[src/rtl/uart_rx_axis_if.sv]
// Byte stream leaving the UART receiver: data/valid from the receiver, ready from the consumer.
// valid stays high until a cycle with ready=1; data is held stable while valid is high.
interface uart_rx_axis_if #(
    parameter int W = 8
);
    logic [W-1:0] data;
    logic         valid;
    logic         ready;

    modport master (output data, output valid, input ready);
    modport slave  (input data, input valid, output ready);
endinterface

[src/rtl/uart_rx_axis.sv]
// 8N1 UART receiver feeding a single-entry stream holding register, with framing-error
// and overrun pulses. rx is synchronised through two flops before any decision is made.
module uart_rx_axis #(
    parameter int CLOCKS_PER_PULSE = 8680,
    parameter int BITS_PER_WORD    = 8
) (
    input  logic                  clk,
    input  logic                  rst,
    input  logic                  rx,
    uart_rx_axis_if.master        m,
    output logic                  frame_err,
    output logic                  overrun,
    output logic [2:0]            state_dbg
);
    localparam int CW = $clog2(CLOCKS_PER_PULSE);
    localparam int BW = $clog2(BITS_PER_WORD + 1);
    localparam logic [CW-1:0] CNT_HALF = CW'(CLOCKS_PER_PULSE / 2 - 1);
    localparam logic [CW-1:0] CNT_LAST = CW'(CLOCKS_PER_PULSE - 1);
    localparam logic [BW-1:0] BIT_LAST = BW'(BITS_PER_WORD - 1);

    typedef enum logic [2:0] {
        S_IDLE      = 3'd0,
        S_START     = 3'd1,
        S_DATA      = 3'd2,
        S_STOP      = 3'd3,
        S_WAIT_HIGH = 3'd4
    } state_t;

    state_t                   state, state_n;
    logic [CW-1:0]            cnt, cnt_n;
    logic [BW-1:0]            bit_idx, bit_n;
    logic [BITS_PER_WORD-1:0] shreg, shreg_n;
    logic                     word_rdy, word_rdy_n;
    logic                     frame_err_n;
    logic                     rx_meta, rx_s;

    assign state_dbg = state;

    always_ff @(posedge clk) begin
        if (rst) begin
            rx_meta <= 1'b1;
            rx_s    <= 1'b1;
        end else begin
            rx_meta <= rx;
            rx_s    <= rx_meta;
        end
    end

    always_ff @(posedge clk) begin
        if (rst) begin
            state     <= S_IDLE;
            cnt       <= '0;
            bit_idx   <= '0;
            shreg     <= '0;
            word_rdy  <= 1'b0;
            frame_err <= 1'b0;
        end else begin
            state     <= state_n;
            cnt       <= cnt_n;
            bit_idx   <= bit_n;
            shreg     <= shreg_n;
            word_rdy  <= word_rdy_n;
            frame_err <= frame_err_n;
        end
    end

    always_comb begin
        state_n     = state;
        cnt_n       = cnt + CW'(1);
        bit_n       = bit_idx;
        shreg_n     = shreg;
        word_rdy_n  = 1'b0;
        frame_err_n = 1'b0;
        case (state)
            S_IDLE: begin
                cnt_n = '0;
                if (!rx_s) state_n = S_START;
            end
            S_START: begin
                // Re-check the line at mid start bit so short glitches are ignored.
                if (cnt == CNT_HALF) begin
                    cnt_n   = '0;
                    bit_n   = '0;
                    state_n = rx_s ? S_IDLE : S_DATA;
                end
            end
            S_DATA: begin
                if (cnt == CNT_LAST) begin
                    cnt_n   = '0;
                    shreg_n = {rx_s, shreg[BITS_PER_WORD-1:1]};
                    bit_n   = bit_idx + BW'(1);
                    if (bit_idx == BIT_LAST) state_n = S_STOP;
                end
            end
            S_STOP: begin
                if (cnt == CNT_LAST) begin
                    cnt_n = '0;
                    if (rx_s) begin
                        word_rdy_n = 1'b1;
                        state_n    = S_IDLE;
                    end else begin
                        frame_err_n = 1'b1;
                        state_n     = S_WAIT_HIGH;
                    end
                end
            end
            S_WAIT_HIGH: begin
                // A held-low line (break) must return high before a new start is accepted.
                cnt_n = '0;
                if (rx_s) state_n = S_IDLE;
            end
            default: begin
                cnt_n   = '0;
                state_n = S_IDLE;
            end
        endcase
    end

    // shreg is untouched between the stop sample and this transfer, so it still holds the word.
    always_ff @(posedge clk) begin
        if (rst) begin
            m.data  <= '0;
            m.valid <= 1'b0;
            overrun <= 1'b0;
        end else begin
            overrun <= 1'b0;
            if (word_rdy) begin
                if (!m.valid || m.ready) begin
                    m.data  <= shreg;
                    m.valid <= 1'b1;
                end else begin
                    overrun <= 1'b1;
                end
            end else if (m.valid && m.ready) begin
                m.valid <= 1'b0;
            end
        end
    end
endmodule

[src/flat_wrapper.sv]
// flat-port wrapper written by rule: the top's interface ports become plain ports
module uart_rx_axis_flat 
#(
    parameter int CLOCKS_PER_PULSE = 8680,
    parameter int BITS_PER_WORD    = 8
)
  (clk, rst, rx, frame_err, overrun, state_dbg, m_data, m_valid, m_ready);
  uart_rx_axis_if #(.W(8)) m_i ();
  input  logic clk;
  input  logic rst;
  input  logic rx;
  output logic frame_err;
  output logic overrun;
  output logic [2:0] state_dbg;
  output wire logic [$bits(m_i.data)-1:0] m_data;
  output wire logic [$bits(m_i.valid)-1:0] m_valid;
  input wire logic [$bits(m_i.ready)-1:0] m_ready;
  assign m_data = m_i.data;
  assign m_valid = m_i.valid;
  assign m_i.ready = m_ready;
  uart_rx_axis #(.CLOCKS_PER_PULSE(CLOCKS_PER_PULSE), .BITS_PER_WORD(BITS_PER_WORD)) u_core (.clk(clk), .rst(rst), .rx(rx), .m(m_i), .frame_err(frame_err), .overrun(overrun), .state_dbg(state_dbg));
endmodule
[config.mk]
export PLATFORM = sky130hd
export DESIGN_NAME = uart_rx_axis_flat
export DESIGN_NICKNAME = d
export VERILOG_FILES = /design/src/rtl/uart_rx_axis_if.sv /design/src/rtl/uart_rx_axis.sv /design/src/flat_wrapper.sv
export SDC_FILE = /design/constraint.sdc
export NUM_CORES = 1
export LEC_CHECK = 0
export ABC_AREA = 1
export CAP_MARGIN = 30
export CORE_ASPECT_RATIO = 0.7
export CORE_MARGIN = 10
export CORE_UTILIZATION = 40
export CTS_BUF_LIST = sky130_fd_sc_hd__clkbuf_2 sky130_fd_sc_hd__clkbuf_4 sky130_fd_sc_hd__clkbuf_8
export DETAILED_ROUTE_END_ITERATION = 7
export GPL_ROUTABILITY_DRIVEN = 0
export SETUP_SLACK_MARGIN = 0.2
export SYNTH_ARGS = -nofsm -noshare
export SYNTH_HDL_FRONTEND = slang
export SYNTH_SLANG_ARGS = --single-unit
[constraint.sdc]
create_clock -name clk -period 2 [get_ports clk]
set_input_delay 0.2 -clock clk [delete_from_list [all_inputs] [get_ports clk]]
set_output_delay 0.2 -clock clk [all_outputs]
set_load 0.02 [all_outputs]
==> results.cfg, run 1 <==
[logic_synthesis]
netlist_area_um2 = 1870
ys_types = 23
synth_flop_cell = dfxtp_1
netlist_top_cells_count = dfxtp_1, nor2_1, nand2_1
synthArstFlopShare_pct = 0
netlist_top_cells_area = dfxtp_1, nor2_1, nand2_1, inv_1, nor2_2
yosysTopAreaCell = dfxtp_1
syn_inst = 248
mappedNetlistNets = 254
syn_area_per_cell_um2 = 7.53
yosysTopAreaCellShare_pct = 46.1
synth_edf_count = 0
yosysSeqAreaShare_pct = 46.1
synth-seq-cells = 43
synth_warnings = 0

[critical_path]
critical_path.top_delay_family = simple AND/OR/NAND/NOR gates
cp_max_fo = 14
crit_path_start_kind = register
worst-r2r-cell-count = 11
end_kind = register
crit_type = reg2reg
cp.arrival_ps = 1800
r2r_slack_ps = 380
r2r_end = u_core.cnt[11]
max_stage_delay_ps = 350
crit_buf_inv = 2
cp.required_ps = 2180
r2r_start = u_core.cnt[0]
crit_slowest_cell = dfxtp_1
path_cells = ha_1 -> nand2_1 -> inv_2 -> nand2_1 -> nor2_2 -> nand2_2 -> nand2_2 -> nand2_4 -> o21ai_4 -> buf_6 -> nor2_1
cp-startpoint = u_core.cnt[0]

[worst_hold_path]
hold_end = u_core.rx_s
worst_hold_path_type = reg2reg
hold_path_depth = 1
hold_start = u_core.rx_meta

[floorplan]
rows = 20
die-area_um2 = 7850
io_pins = 18
core_um2 = 4430
start_util_pct = 42.2
die_y_um = 77.2
die_w_um = 102

[finish]
fin_area_um2 = 2220
fillers = 433
nets = 280
antenna_cells = 0
syn2layout_area_growth_pct = 18.7
utilization_pct = 50.1
drive_above_1_share_pct = 14.6

[sta]
fmax_ghz = 0.617
hold_slack_ps = 422
fin_tns_setup_ps = 0
min_period_ps = 1620
setup_viol = 0
max-slew-margin-rel_pct = 72.4
fin_crit_sh_pct = 81.1
finalHoldViolations = 0
worst_pin_slew_ps = 413
fin_skew_ps = 1.91
final-max-slew-violation-count = 0
rsz0062_at_grt = true

[grt]
grt_first_pass_wirelength_um = 6640
grt_pass1_vias = 1406
track_usage_pct = 10.4
gr-total-overflow = 0
grt_max_degree = 17
grt_antenna_before_repair = 0

[power]
power_density_nw_per_um2 = 897
leakage_nw = 0.891
total_power_mw = 1.99
worst_ir_drop_vdd_mv = 0.557

[clock_network]
clockRootBuffer = clkbuf_8
insertion_delay_ps = 290
cts_hold_buf = 0
clkTransAtPathRegs_ps = 70
htree_levels = 2
max-clock-path-buffers = 2
cts-buffers-inserted = 5
cts_tree = done
cts.sinks = 43

[drt]
antenna_left = 0
routedWlPerCell_um = 11.4
vias = 1512
drt_iter0_markers = 127
viasPerCell = 4.60
route.detailed.drc = 0
dr.pass1.iters = 4
wirelength_um = 3740

[placement]
hpwl_um = 2750
dpl_cell_area_um2 = 2110
numPortBuffers = 17

[run]
maxCapViolCount = 0

[run_status]
status = complete, no violations
==> registers in the layout (all words and copies together) (netlist names) <==
name and cells:
u_core.cnt 14, u_core.m.data 8, u_core.shreg 8, u_core.bit_idx 4
u_core.state_dbg 3, u_core.frame_err 1, u_core.m.valid 1, u_core.overrun 1
u_core.rx_meta 1, u_core.rx_s 1, u_core.word_rdy 1
==> placed cells by master, fill, tap and decap left out <==
| cell | Yosys | layout |
|---|---|---|
| a211oi_1 | 3 | 3 |
| a21oi_1 | 14 | 14 |
| buf_4 | 0 | 5 |
| buf_6 | 0 | 1 |
| clkbuf_8 | 0 | 6 |
| clkdlybuf4s50_1 | 0 | 17 |
| clkinv_2 | 0 | 1 |
| dfxtp_1 | 43 | 43 |
| ha_1 | 2 | 2 |
| inv_1 | 26 | 26 |
| inv_2 | 5 | 5 |
| nand2_1 | 36 | 36 |
| nand2_2 | 4 | 4 |
| nand2_4 | 1 | 1 |
| nand3_1 | 15 | 15 |
| nand4_1 | 2 | 2 |
| nor2_1 | 43 | 43 |
| nor2_2 | 13 | 13 |
| nor2_4 | 1 | 1 |
| nor3_1 | 6 | 6 |
| nor3b_1 | 1 | 1 |
| o21ai_0 | 16 | 16 |
| o21ai_4 | 1 | 1 |
| or2_2 | 2 | 2 |
| xnor2_1 | 2 | 2 |
| xor2_1 | 8 | 8 |
==> area by class of cell <==
cell class	count	area, um^2	area share (%)
Sequential cell	43	861	38.8
Timing Repair Buffer	23	219	9.88
Multi-Input combinational cell	170	865	39.0
Clock inverter	1	5.00	0.226
Inverter	31	116	5.25
Tap cell	55	68.8	3.10
Clock buffer	6	82.6	3.72
==> how the worst max path moves through the flow <==
stage	to	slack (ps)	cells after the start
detailed placement	u_core.cnt[11]	320	11
floorplan	u_core.cnt[7]	490	11
finish	u_core.cnt[11]	380	11
global route	u_core.cnt[12]	200	11
CTS	u_core.cnt[11]	320	11
global placement	u_core.cnt[11]	370	11
==> through the flow <==
step | std cells | setup slack (ps)
floorplan | 248 | 494
global placement | 320 | 368
detailed placement | 320 | 319
CTS | 327 | 319
global route | 329 | 200
finish | 329 | 379
==> what timing repair did <==
item,in CTS,in global routing
endpoints found under the setup margin,0,13
setup buffers,0,2
gates resized for setup,0,1
endpoints found under the hold margin,0,0
==> cells by family after synthesis <==
family                     after synthesis  share of synthesized area, %
and+or+nand+nor                        124                          30.1
DFF                                     43                          46.1
buffers and inverters                   35                          7.64
AOI/OAI and AO/OA                       34                          10.1
xor gates and xnor gates                10                          4.69
adders and majority gates                2                          1.34
==> routing by layer <==
layer	track usage [%]	vias up	routed length, um
met5	0	-	0
met4	3.85	0	51
met3	4.21	6	318
met2	11.8	37	1200
met1	15.9	638	2180
li1	-	831	-
==> report_power, final <==
part           switching [mW]  internal [mW]
Combinational           0.357          0.165
Clock                   0.272          0.271
Sequential             0.0389          0.886
Note: power is estimated with default switching activity, not from simulation.
==> run 2, diff against run 1 <==
clock period = 1.5 ns   (was 2 ns; I/O delays follow)
==> run 2 against run 1 <==
Against the previous run: the run now ends with setup timing left; critical path depth is 1 higher; global-route usage is 0.16 points higher; combinational power is 77% higher; design area is 12% higher; worst setup slack worse by 500 ps; register-to-register slack worse by 500 ps; flip-flop and latch count stayed put; cell count is 6.7% higher; fmax is 0.28% higher; first-iteration DRC count is 55% lower; critical path type unchanged; highest routed layer unchanged.
==> results.cfg, run 2 (synthesis results as in run 1) <==
[run_status]
status = complete, but fails checks
violations = setup timing

[grt]
grt_antenna_before_repair = 0
grt_first_pass_wirelength_um = 6770
grt_pass1_vias = 1454
gr-total-overflow = 0
track_usage_pct = 10.5
grt_max_degree = 15

[sta]
fin_skew_ps = 9.05
finalHoldViolations = 0
max-slew-margin-rel_pct = 76.0
rsz0062_at_grt = true
fin_crit_sh_pct = 108
worst_pin_slew_ps = 358
timing.final.ws_setup_ps = -117
hold_slack_ps = 407
setup_viol = 22
final-max-slew-violation-count = 0
min_period_ps = 1620
fmax_ghz = 0.619

[finish]
utilization_pct = 56.2
final_cell_mix = dfxtp_1, nor2_1, nand2_1, inv_1, buf_4
nets = 301
multi_input_area_um2 = 943
fillers = 417
reg_top3 = u_core.cnt (14), u_core.m.data (8), u_core.shreg (8)
antenna_cells = 0
drive_above_1_share_pct = 28.4
syn2layout_area_growth_pct = 33.3
regMostFlops = u_core.cnt
largest_register_ffs = 14
final_common_cell = dfxtp_1
layout.area.seq_um2 = 865

[clock_network]
cts_tree = done
clkTransAtPathRegs_ps = 90
clockRootBuffer = clkbuf_8
insertion_delay_ps = 290
cts-buffers-inserted = 5
cts.sinks = 43
cts_hold_buf = 0
htree_levels = 2
max-clock-path-buffers = 2

[floorplan]
start_util_pct = 42.2
core_um2 = 4430
io_pins = 18
rows = 20
die-area_um2 = 7850
die_w_um = 102
die_y_um = 77.2

[critical_path]
end_kind = register
cp.required_ps = 1700
cp_max_fo = 7
cp.arrival_ps = 1810
crit_path_start_kind = register
crit_type = reg2reg

[drt]
drt_iter0_markers = 57
dr.pass1.iters = 4
routedWlPerCell_um = 11.4
antenna_left = 0
route.detailed.drc = 0
vias = 1602
wirelength_um = 4000
viasPerCell = 4.56

[power]
leakage_nw = 1.07
worst_ir_drop_vdd_mv = 0.622
power_density_nw_per_um2 = 1160

[worst_hold_path]
worst_hold_path_type = in2reg

[placement]
numPortBuffers = 17
hpwl_um = 2930

[run]
maxCapViolCount = 0
-- run 2: changes by cell type in the layout (fill, tap and decap cells not counted), moves of 4 or more --
cell / change
buf_6: +4
nor2_2: +5
buf_4: +15
dlygate4sd2_1: +12
clkdlybuf4s50_1: -14
nor2_1: -7
-- run 2: path summary, 6_finish.rpt --
kind / from / end / slack [ps] / cells past startpoint
worst max register to register: u_core.cnt[0] / u_core.cnt[8] / -120 / 12
worst min-delay path: rx / u_core.rx_meta / 410 / 2
worst max-delay path: u_core.cnt[0] / u_core.cnt[8] / -120 / 12
worst min register to register: u_core.rx_meta / u_core.rx_s / 420 / 1
-- run 2: repair_timing --
item | 4_1_cts | 5_1_grt
resized for setup | 28 | 17
endpoints found under the setup margin | 43 | 33
cloned | 0 | 1
pin swaps | 0 | 8
endpoints found under the hold margin | 0 | 0
setup buffers | 1 | 3
-- run 2: critical path, cell delays in order (launching register included) --
cell and delay [ps]:
dfxtp_2 360, ha_4 150, nand2_2 50, inv_2 60, nand2_2 50, nor2_2 90, nand2_2 90, buf_6 130
inv_4 50, nor2_4 30, o21ai_4 220, clkbuf_16 200, nor2_2 40
-- run 2: area by class of cell --
type,instances,area share (%)
multi-input combinational,170,37.9
sequential,43,34.7
timing repair buffer,44,16.2
inverter,31,4.87
clock buffer,6,3.07
tap,55,2.76
clock inverter,2,0.503
-- run 2: report_power, final --
part	internal [mW]	switching, mW
sequential	1.19	0.0499
combinational	0.381	0.542
clock	0.344	0.395
-- run 2: metrics by stage --
step           cells  setup slack (ps)  power (mW)  cell area [um^2]  setup TNS, ps
2_1_floorplan    248              15.5        1.77              1890              0
3_3_place_gp     338              25.5        2.05              2280              0
3_5_place_dp     338             -14.4        2.05              2280          -51.2
4_1_cts          347             -33.7        2.84              2410           -281
5_1_grt          351              -199        3.06              2490          -4190
6_report         351              -117        2.90              2490          -1530
-- run 2: routing by layer --
metal,vias to the layer above,track usage [%],routed length [um]
li1,875,-,-
met5,-,0,0
met2,32,13.6,1480
met1,691,15.5,2290
met4,0,2.71,17
met3,4,3.94,217
==> run 3, diff against run 2 <==
PLACE_DENSITY_LB_ADDON = 0.25   (was not set)
TNS_END_PERCENT = 5   (was not set)
==> run 3 against run 2 <==
Against the previous run: the flow still finishes with violations (setup timing); worst hold slack about the same; combinational power up 19%; design area up 3.5%; fmax up 2.0%; largest cell class unchanged.
==> results.cfg, run 3 (synthesis results as in run 1) <==
[run_status]
status = complete, but fails checks
violations = setup timing

[floorplan]
rows = 20
die-area_um2 = 7850
die_y_um = 77.2
die_w_um = 102
start_util_pct = 42.2
core_um2 = 4430
io_pins = 18

[clock_network]
cts.sinks = 43
max-clock-path-buffers = 2
cts_tree = done
insertion_delay_ps = 300
cts-buffers-inserted = 5
clockRootBuffer = clkbuf_8
clkTransAtPathRegs_ps = 80
htree_levels = 2

[finish]
utilization_pct = 58.2
reg_top3 = u_core.cnt (14), u_core.m.data (8), u_core.shreg (8)
largest_register_ffs = 14
instances_no_fill = 354
regMostFlops = u_core.cnt
syn2layout_area_growth_pct = 37.9
drive_above_1_share_pct = 29.1
nets = 305
final_cell_mix = nor2_1, dfxtp_1, nand2_1, inv_1, buf_4
antenna_cells = 0

[sta]
setup_viol = 15
finalHoldViolations = 0
max-slew-margin-rel_pct = 66.1
hold_slack_ps = 407
fmax_ghz = 0.631
fin_tns_setup_ps = -598
timing.final.ws_setup_ps = -85.4
min_period_ps = 1590
final-max-slew-violation-count = 0
worst_pin_slew_ps = 509
rsz0062_at_grt = true
fin_skew_ps = 8.32
fin_crit_sh_pct = 106

[power]
total_power_mw = 3.21
worst_ir_drop_vdd_mv = 0.577
power_density_nw_per_um2 = 1250
leakage_nw = 1.11

[critical_path]
crit_path_start_kind = register
path_cells = ha_4 -> nand2_2 -> inv_2 -> nand2_2 -> nor2_2 -> nand2_2 -> buf_6 -> nor2_4 -> buf_12 -> o21ai_1 -> a21oi_2
critical_path.top_delay_family = simple AND/OR/NAND/NOR gates
cp_max_fo = 5
cpMostUsedCell = nand2_2
end_kind = register
max_stage_delay_ps = 360
crit_type = reg2reg
crit_slowest_cell = dfxtp_2
cp.required_ps = 1730
crit_buf_inv = 3
cp.arrival_ps = 1810

[grt]
grt_first_pass_wirelength_um = 7150
grt_antenna_before_repair = 0
track_usage_pct = 11.3
grt_max_degree = 17
gr-total-overflow = 0
grt_pass1_vias = 1514

[drt]
vias = 1648
drt_iter0_markers = 104
dr.pass1.iters = 5
viasPerCell = 4.66
antenna_left = 0
wirelength_um = 4430
routedWlPerCell_um = 12.5
route.detailed.drc = 0

[placement]
placed_cells = 342
hpwl_um = 3020
numPortBuffers = 17

[worst_hold_path]
worst_hold_path_type = in2reg

[run]
maxCapViolCount = 0
## run 3: path summary, 6_finish.rpt
| check | start | to | slack (ps) | depth (start not counted) |
|---|---|---|---|---|
| max reg2reg | u_core.cnt[0] | u_core.shreg[1] | -90 | 11 |
| max | u_core.cnt[0] | u_core.shreg[1] | -90 | 11 |
| min reg2reg | u_core.rx_meta | u_core.rx_s | 420 | 1 |
| min | rx | u_core.rx_meta | 410 | 2 |
## run 3: per-stage QoR
| step | area, um^2 | worst slack, ps |
|---|---|---|
| global placement | 2310 | -179 |
| CTS | 2490 | -20.9 |
| finish | 2580 | -85.4 |
| global route | 2580 | -208 |
| detailed placement | 2310 | -226 |
| floorplan | 1890 | 15.1 |
## run 3: routing by layer
metal	track usage (%)	up-vias	routed length, um
li1	-	880	-
met1	15.8	732	2230
met2	14.9	34	1880
met3	4.66	2	274
met4	3.85	0	34
met5	0	-	0
## run 3: where the power goes
| group | internal [mW] | switching [mW] |
|---|---|---|
| clock network | 0.506 | 0.381 |
| logic | 0.458 | 0.642 |
| registers | 1.18 | 0.0431 |
| total | 2.15 | 1.07 |
## run 3: area by class of cell
cell class	count	area, um^2
inverter	31	121
tap	55	68.8
sequential	43	863
clock buffer	6	76.3
timing repair buffer	48	445
clock inverter	1	30.0
fill	386	1850
multi-input combinational	170	971
## run 3: repair_timing
action | CTS | global route
hold buffers | 0 | 0
setup buffers | 3 | 1
gates resized for setup | 30 | 21
gates cloned | 0 | 1
endpoints found under the setup margin | 44 | 33
pin swaps | 8 | 8
